`src/rtl/fixed_divider_if.sv`:
```
// Valid/ready operand and result bundle for fixed_divider.
// master = operand producer / result consumer, slave = the divider.
interface fixed_divider_if #(
  parameter int WIDTH = 16
);
  logic             in_valid;
  logic             in_ready;
  logic [WIDTH-1:0] dividend;
  logic [WIDTH-1:0] divisor;
  logic             out_valid;
  logic             out_ready;
  logic [WIDTH-1:0] quotient;
  logic             overflow;
  logic             div_by_zero;

  modport master (
    output in_valid, dividend, divisor, out_ready,
    input  in_ready, out_valid, quotient, overflow, div_by_zero
  );

  modport slave (
    input  in_valid, dividend, divisor, out_ready,
    output in_ready, out_valid, quotient, overflow, div_by_zero
  );
endinterface

```
`src/rtl/fixed_divider.sv`:
```
// Sequential signed Q(WIDTH-FRAC).FRAC divider: radix-2 restoring division on magnitudes,
// one quotient bit per clock. Define FIXED_DIVIDER_ROUND_EN for round-half-away-from-zero.
module fixed_divider #(
  parameter int WIDTH = 16,
  parameter int FRAC  = 11
) (
  input  logic           clk,
  input  logic           rst_n,
  fixed_divider_if.slave bus
);

`ifdef FIXED_DIVIDER_ROUND_EN
  localparam int EXTRA = 1;
`else
  localparam int EXTRA = 0;
`endif
  localparam int ITER  = WIDTH + FRAC;
  localparam int NBITS = ITER + EXTRA;
  localparam int CW    = $clog2(NBITS + 1);

  localparam logic [WIDTH-1:0] Q_MAX   = {1'b0, {(WIDTH-1){1'b1}}};
  localparam logic [WIDTH-1:0] Q_MIN   = {1'b1, {(WIDTH-1){1'b0}}};
  localparam logic [NBITS-1:0] MAG_POS = NBITS'(Q_MAX);
  localparam logic [NBITS-1:0] MAG_NEG = NBITS'(Q_MIN);

  typedef enum logic [1:0] {IDLE, CALC, FINAL, HOLD} state_t;

  state_t           r_state;
  logic [NBITS-1:0] r_num;
  logic [NBITS-1:0] r_q;
  logic [WIDTH-1:0] r_rem;
  logic [WIDTH-1:0] r_dvs;
  logic             r_sign;
  logic             r_a_neg;
  logic             r_dz;
  logic [CW-1:0]    r_cnt;
  logic [WIDTH-1:0] r_quot;
  logic             r_ovf;
  logic             r_dzo;

  logic [WIDTH-1:0] w_a_mag;
  logic [WIDTH-1:0] w_b_mag;
  logic [WIDTH:0]   w_trial;
  logic [WIDTH:0]   w_diff;
  logic             w_ge;
  logic [NBITS-1:0] w_mag;
  logic [WIDTH-1:0] w_res_q;
  logic             w_res_ovf;

  // Two's-complement negation of the most negative value yields its true magnitude as unsigned.
  assign w_a_mag = bus.dividend[WIDTH-1] ? WIDTH'(-bus.dividend) : bus.dividend;
  assign w_b_mag = bus.divisor[WIDTH-1]  ? WIDTH'(-bus.divisor)  : bus.divisor;

  assign w_trial = {r_rem, r_num[NBITS-1]};
  assign w_ge    = (w_trial >= {1'b0, r_dvs});
  assign w_diff  = w_trial - {1'b0, r_dvs};

`ifdef FIXED_DIVIDER_ROUND_EN
  assign w_mag = (r_q >> 1) + NBITS'(r_q[0]);
`else
  assign w_mag = r_q;
`endif

  always_comb begin
    w_res_q   = '0;
    w_res_ovf = 1'b0;
    if (r_dz) begin
      w_res_q = r_a_neg ? Q_MIN : Q_MAX;
    end else if (!r_sign && (w_mag > MAG_POS)) begin
      w_res_q   = Q_MAX;
      w_res_ovf = 1'b1;
    end else if (r_sign && (w_mag > MAG_NEG)) begin
      w_res_q   = Q_MIN;
      w_res_ovf = 1'b1;
    end else begin
      w_res_q = r_sign ? WIDTH'(-w_mag[WIDTH-1:0]) : w_mag[WIDTH-1:0];
    end
  end

  always_ff @(posedge clk or negedge rst_n) begin
    if (!rst_n) begin
      r_state <= IDLE;
      r_num   <= '0;
      r_q     <= '0;
      r_rem   <= '0;
      r_dvs   <= '0;
      r_sign  <= 1'b0;
      r_a_neg <= 1'b0;
      r_dz    <= 1'b0;
      r_cnt   <= '0;
      r_quot  <= '0;
      r_ovf   <= 1'b0;
      r_dzo   <= 1'b0;
    end else begin
      case (r_state)
        IDLE: begin
          if (bus.in_valid) begin
            r_num   <= {w_a_mag, {(NBITS-WIDTH){1'b0}}};
            r_q     <= '0;
            r_rem   <= '0;
            r_dvs   <= w_b_mag;
            r_sign  <= bus.dividend[WIDTH-1] ^ bus.divisor[WIDTH-1];
            r_a_neg <= bus.dividend[WIDTH-1];
            r_dz    <= (bus.divisor == '0);
            r_cnt   <= '0;
            r_state <= (bus.divisor == '0) ? FINAL : CALC;
          end
        end
        CALC: begin
          // Remainder stays below |divisor| <= 2^(WIDTH-1), so WIDTH bits always hold it.
          r_rem   <= w_ge ? w_diff[WIDTH-1:0] : w_trial[WIDTH-1:0];
          r_q     <= {r_q[NBITS-2:0], w_ge};
          r_num   <= r_num << 1;
          r_cnt   <= r_cnt + 1'b1;
          if (r_cnt == CW'(NBITS - 1)) begin
            r_state <= FINAL;
          end
        end
        FINAL: begin
          r_quot  <= w_res_q;
          r_ovf   <= w_res_ovf;
          r_dzo   <= r_dz;
          r_state <= HOLD;
        end
        HOLD: begin
          if (bus.out_ready) begin
            r_state <= IDLE;
          end
        end
        default: r_state <= IDLE;
      endcase
    end
  end

  assign bus.in_ready    = (r_state == IDLE);
  assign bus.out_valid   = (r_state == HOLD);
  assign bus.quotient    = r_quot;
  assign bus.overflow    = r_ovf;
  assign bus.div_by_zero = r_dzo;

endmodule

```
`src/flat_wrapper.sv`:
```
// flat-port wrapper written by rule: the top's interface ports become plain ports
module fixed_divider_flat 
#(
  parameter int WIDTH = 16,
  parameter int FRAC  = 11
)
  (clk, rst_n, bus_in_valid, bus_dividend, bus_divisor, bus_out_ready, bus_in_ready, bus_out_valid, bus_quotient, bus_overflow, bus_div_by_zero);
  fixed_divider_if #(.WIDTH(WIDTH)) bus_i ();
  input  logic clk;
  input  logic rst_n;
  input wire logic [$bits(bus_i.in_valid)-1:0] bus_in_valid;
  input wire logic [$bits(bus_i.dividend)-1:0] bus_dividend;
  input wire logic [$bits(bus_i.divisor)-1:0] bus_divisor;
  input wire logic [$bits(bus_i.out_ready)-1:0] bus_out_ready;
  output wire logic [$bits(bus_i.in_ready)-1:0] bus_in_ready;
  output wire logic [$bits(bus_i.out_valid)-1:0] bus_out_valid;
  output wire logic [$bits(bus_i.quotient)-1:0] bus_quotient;
  output wire logic [$bits(bus_i.overflow)-1:0] bus_overflow;
  output wire logic [$bits(bus_i.div_by_zero)-1:0] bus_div_by_zero;
  assign bus_i.in_valid = bus_in_valid;
  assign bus_i.dividend = bus_dividend;
  assign bus_i.divisor = bus_divisor;
  assign bus_i.out_ready = bus_out_ready;
  assign bus_in_ready = bus_i.in_ready;
  assign bus_out_valid = bus_i.out_valid;
  assign bus_quotient = bus_i.quotient;
  assign bus_overflow = bus_i.overflow;
  assign bus_div_by_zero = bus_i.div_by_zero;
  fixed_divider #(.WIDTH(WIDTH), .FRAC(FRAC)) u_core (.clk(clk), .rst_n(rst_n), .bus(bus_i));
endmodule
```
`config.mk`:
```
export PLATFORM = sky130hd
export DESIGN_NAME = fixed_divider_flat
export DESIGN_NICKNAME = d
export VERILOG_FILES = /design/src/rtl/fixed_divider_if.sv /design/src/rtl/fixed_divider.sv /design/src/flat_wrapper.sv
export SDC_FILE = /design/constraint.sdc
export NUM_CORES = 1
export LEC_CHECK = 0
export ABC_AREA = 0
export CORE_ASPECT_RATIO = 0.8
export CORE_MARGIN = 1
export CORE_UTILIZATION = 45
export CTS_BUF_LIST = sky130_fd_sc_hd__clkbuf_2 sky130_fd_sc_hd__clkbuf_4 sky130_fd_sc_hd__clkbuf_8
export DETAILED_ROUTE_END_ITERATION = 8
export MAX_ROUTING_LAYER = met4
export PLACE_DENSITY_LB_ADDON = 0.05
export REMOVE_ABC_BUFFERS = 1
export SKIP_LAST_GASP = 1
export SLEW_MARGIN = 20
export SYNTH_ARGS = -nofsm -noshare
export SYNTH_HDL_FRONTEND = slang
export SYNTH_SLANG_ARGS = --single-unit
```
`constraint.sdc`:
```
create_clock -name clk -period 3.85 [get_ports clk]
set_input_delay 0.77 -clock clk [delete_from_list [all_inputs] [get_ports clk]]
set_output_delay 0.77 -clock clk [all_outputs]
set_load 0.02 [all_outputs]
```
# ---- Word-level counts from Yosys, hierarchy flattened
# Index checks and enable logic that the tools add are counted.
dict set report op_classes {
  n_addsub 5
  eq_ne 7
  bitwise 1
  reduce_logical 9
  order_cmp 3
  muxes 24
}
# op n
set op_table {}
lappend op_table {{2-to-1 mux 16 bit} 9}
lappend op_table {{one-hot mux 27 bit (2 select lines)} 2}
lappend op_table {{2-to-1 mux 27 bit} 2}
lappend op_table {{negation 16 bit} 3}
lappend op_table {{one-hot mux 16 bit (2 select lines)} 1}
lappend op_table {{> comparator 27 x 15 -> 1 bit (second input constant)} 1}
lappend op_table {{> comparator 27 x 16 -> 1 bit (second input constant)} 1}
lappend op_table {{>= comparator 17 x 16 -> 1 bit} 1}
lappend op_table {{logical NOT 16 bit} 1}
lappend op_table {{subtractor 16 bit} 1}
lappend op_table {{one-hot mux 5 bit (2 select lines)} 1}
lappend op_table {{2-to-1 mux 2 bit} 4}
lappend op_table {{one-hot mux 2 bit (4 select lines)} 1}
lappend op_table {{adder 5 x 1 -> 5 bit (second input constant)} 1}
lappend op_table {{== test 5 bit (second input constant)} 1}
lappend op_table {{2-to-1 mux 5 bit} 1}
lappend op_table {{== test 2 bit (second input constant)} 2}
lappend op_table {{!= test 2 bit (second input constant)} 2}
lappend op_table {{AND reduction 2 bit} 2}
lappend op_table {{2-to-1 mux 1 bit} 3}
lappend op_table {{AND reduction 3 bit} 1}
lappend op_table {{== test 2 x 1 -> 1 bit (second input constant)} 1}
lappend op_table {{logical AND 1 bit} 2}
lappend op_table {{logical NOT 2 bit} 1}
lappend op_table {{4 further kinds} 4}
dict set report totals {
  wordCells 61
  output_inout_bits 20
  reg_bits 114
  in_bits 36
}

# ---- Logic depth before layout (Yosys ltp)
dict set report logic_depth {
  depth_word 5
  depth_mapped 10
  depth_no_buf 9
}

# ---- Least setup slack after synthesis
# No wires, ideal clock.
dict set report synth_path {
  path_type {input to register}
  start {input port bus_divisor[0]}
  end {register u_core.r_state[0]}
  arrival_ns 2.809
  slack_ns 0.916
  setup_time_ns 0.125
  required_time_ns 3.725
  cell_stages 8
  path_buffers 0
  cell_sequence {inv_1 -> ha_1 -> or3b_2 -> or4_1 -> or4_4 -> nor3_2 -> a21oi_1 -> mux2_2}
}
dict set report synth_via {
  elab_chain_len 4
}
# element line_no
set synth_rtl {}
lappend synth_rtl {{start: declaration} flat_wrapper.sv:13} ;# input wire logic [$bits(bus_i.divisor)-1:0] bus_divisor;
lappend synth_rtl {{logical NOT 16 bit} fixed_divider.sv:106} ;# r_state <= (bus.divisor == '0) ? FINAL : CALC;
lappend synth_rtl {{2-to-1 mux 2 bit} fixed_divider.sv:106}
lappend synth_rtl {{2-to-1 mux 2 bit} fixed_divider.sv:97} ;# if (bus.in_valid) begin
lappend synth_rtl {{one-hot mux 2 bit (4 select lines)} fixed_divider.sv:95} ;# case (r_state)
lappend synth_rtl {{end signal: assignment} fixed_divider.sv:106}
lappend synth_rtl {{end: declaration} fixed_divider.sv:28} ;# state_t r_state;
# Every way passes these cells. The select of a mux whose other input is x is not followed.
# A chain may end at the register's enable or synchronous reset.

# ---- Worst setup path in the final report
# Ends and elaborated chain as after synthesis.

==> impl_metrics.yaml <==
synth:
  synth_cell_type_count: 57
  synth_flop_cell: "dfrtp_1"
  synth_top_family_by_area: "compound AO/OA/AOI/OAI gates"
  synthCells: 711
  synth_mux_area_frac: 0.0222
  yosys_register_bits: 103
  ys_async_sr_fraction: 1.00
  ys_warn_count: 0
  synth_edf_count: 0
  ys_seq_area_frac: 0.404
  synth_compound_area_frac: 0.231
  netlist_area_mm2: 0.00637
  synth-simple-area-share: 0.170
  synth_fa_ha_area_frac: 0.0542
  avgSynthCellArea_um2: 8.96
  synth_xor_area_frac: 0.0660
clocking:
  cts_made_buffers: 9
  cts-resized-gates: 0
  htree_levels: 3
  clk_latency_ns: 0.39
  post_cts.repair.setup_buffers: 0
  cts-root-buf: "clkbuf_8"
  cts_tree: "built"
  path_clk_slew_ns: 0.09
  cts.sinks: 103
  cts_hold_buf: 0
  clockBufferDepth: 2
worst_setup_path:
  cp_max_fo: 4
  cp-start-kind: "input port"
  regToRegSetupSlack_ns: 0.78
  reg2reg_from: "u_core.r_dvs[1]"
  reg2reg_depth: 8
  end_kind: "flop"
  cp.arrival_ns: 3.56
  slowest_delay_ns: 0.48
  required_ns: 4.13
  r2r-end: "u_core.r_rem[1]"
  path_class: "in -> reg"
  cp_top_family: "simple AND/OR/NAND/NOR gates"
  critPathBufInv: 2
  cpMaxStageDelayCell: "or3b_2"
  cp_cell_sequence: "clkdlybuf4s50_1 > inv_1 > ha_1 > or3b_2 > or4_1 > or4_4 > nor3_2 > a21oi_1 > mux2_2"
timing:
  finalWorstSetupSlack_ns: 0.563
  hold_viol_final: 0
  fin_skew_ns: 0.0182
  finalCriticalPeriod_ns: 3.29
  fmax_mhz: 304
  rsz0062_at_grt: "no"
  slew_headroom: 0.357
  setup_viol: 0
  fin_crit_sh: 0.854
  worst_pin_slew_ns: 0.964
  drv_slew: 0
  setup_tns_ns: 0
die:
  core_area_mm2: 0.0137
  initial_utilization: 0.465
  die_area_mm2: 0.0146
  die_h_um: 108
  ios: 56
  row_count: 38
  die_x_um: 135
grt:
  antenna_found_initial: 0
  grt_pass1_wl_mm: 26.4
  grtUsageTotal: 0.239
  grt_pass1_vias: 5130
  grt_overflow: 0
  grt_start_max_net_pins: 65
hold_path:
  worstHoldPathType: "in -> async"
route:
  firstDrtPassIters: 5
  drcViolationCount: 0
  avgRoutedWirePerCell_um: 17.2
  wl_mm: 16.0
  vias_per_cell: 5.87
  drt-initial-drc-count: 398
  vias: 5444
  drt.antenna.violating_nets: 0
power:
  p_leak_nw: 3.07
  ir_worst_vdd_mv: 0.398
  power.density_mw_per_mm2: 842
placed_design:
  dp_slack_ns: 0.166
  hpwlAfterDp_mm: 11.6
  port-buffer-count: 55
  place.gp.congestion: 0.916
final_layout:
  layout_commonest_cell: "dfrtp_1"
  fillCellCount: 1266
  syn_to_final_growth_pct: 13.9
  antenna-diode-count: 0
  final_cell_mix: "dfrtp_1 (103), nand2_1 (82), o21ai_0 (68)"
  drive_above_1_share: 0.0629
  nNetsFinal: 806
run:
  max-cap-violations: 0
run_status:
  status: "finished, final reports clean"
## synthesized netlist by cell type (all sizes together) (3+ instances only)
| cell | number | area, µm² |
|---|---|---|
| or4 | 7 | 63.8 |
| nand2 | 82 | 308 |
| a22o | 22 | 193 |
| and2 | 6 | 37.5 |
| o211ai | 16 | 120 |
| o31ai | 11 | 82.6 |
| a21oi | 27 | 135 |
| o22ai | 13 | 81.3 |
| a22oi | 9 | 67.6 |
| a21o | 4 | 30.0 |
| xnor2 | 16 | 140 |
| or3 | 5 | 31.3 |
| nand2b | 13 | 81.3 |
| a21boi | 6 | 45.0 |
| ha | 26 | 325 |
| buf | 6 | 28.8 |
| nand4 | 22 | 138 |
| o21ai | 69 | 345 |
| or2 | 3 | 18.8 |
| o221ai | 8 | 70.1 |
| mux2 | 9 | 101 |
| mux2i | 4 | 40.0 |
| o311ai | 3 | 26.3 |
| a41oi | 5 | 43.8 |
| nor3 | 10 | 55.1 |
| a31oi | 7 | 43.8 |
| inv | 41 | 154 |
| nor2 | 30 | 113 |
| nor4 | 10 | 62.6 |
| nand4b | 3 | 26.3 |
| nor2b | 5 | 31.3 |
| clkbuf | 40 | 150 |
| o2111ai | 4 | 35.0 |
| o41ai | 4 | 42.6 |
| dfrtp | 103 | 2580 |
| nand3 | 11 | 55.1 |
| xor2 | 32 | 280 |
## layer usage
metal / share of wire / global-route usage
met4: 0.0074 / 0.0465
met2: 0.44 / 0.355
met3: 0.053 / 0.0506
met5: 0 / -
met1: 0.50 / 0.337
## worst max path at each step
| stage | slack, ns | endpoint | cells past startpoint | start |
|---|---|---|---|---|
| 6_report | 0.56 | u_core.r_state[0] | 9 | bus_divisor[0] |
| 5_1_grt | 0.47 | u_core.r_state[0] | 9 | bus_divisor[0] |
| 4_1_cts | 0.60 | u_core.r_state[0] | 9 | bus_divisor[0] |
| 3_5_place_dp | 0.17 | u_core.r_state[0] | 9 | bus_divisor[0] |
| 3_3_place_gp | 0.28 | u_core.r_state[0] | 9 | bus_divisor[1] |
| 2_1_floorplan | 0.77 | u_core.r_rem[12] | 7 | u_core.r_state[0] |
## state kept, by name, indices dropped and copies added, names as in the netlist
register	flops
u_core.r_q	27
u_core.bus.quotient	16
u_core.r_dvs	16
u_core.r_num	16
u_core.r_rem	16
u_core.r_cnt	5
u_core.r_state	2
u_core.bus.div_by_zero	1
u_core.bus.overflow	1
u_core.r_a_neg	1
u_core.r_dz	1
u_core.r_sign	1
## cell type report
type | count | area (µm²) | area share
Inverter | 41 | 154 | 0.0212
Multi-Input combinational cell | 521 | 3460 | 0.477
Clock inverter | 3 | 42.5 | 0.00586
Sequential cell | 103 | 2580 | 0.355
Tap cell | 180 | 225 | 0.0310
Clock buffer | 12 | 159 | 0.0219
Timing Repair Buffer | 67 | 638 | 0.0879
## where the power goes
| group | switching [mW] | leakage, nW | internal (mW) | total (mW) |
|---|---|---|---|---|
| clock network | 0.372 | 0.102 | 0.339 | 0.711 |
| logic | 2.12 | 1.63 | 1.45 | 3.56 |
| registers | 0.373 | 1.34 | 1.47 | 1.84 |
| total | 2.86 | 3.07 | 3.25 | 6.11 |
## logic make-up after synthesis
| family | count (synthesis) |
|---|---|
| AO/OA/AOI/OAI | 218 |
| multiplexers | 13 |
| adder cells (fa/ha/maj) | 27 |
| AND/OR/NAND/NOR | 215 |
| XOR/XNOR | 48 |
| flip-flops | 103 |
| buffers and inverters | 87 |
## per-stage QoR
| step | area, µm² | util | hold WS [ns] | std cells | power [mW] |
|---|---|---|---|---|---|
| after detailed placement | 7060 | 0.515 | 0.471 | 912 | 5.38 |
| after global routing | 7260 | 0.530 | 0.503 | 927 | 6.64 |
| after global placement | 7060 | 0.515 | 0.471 | 912 | 5.29 |
| after CTS | 7260 | 0.530 | 0.471 | 927 | 6.11 |
| after floorplan | 6190 | - | 0.450 | 665 | 4.27 |
| final | 7260 | 0.530 | 0.455 | 927 | 6.11 |
Note: power is estimated with default switching activity, not from simulation.
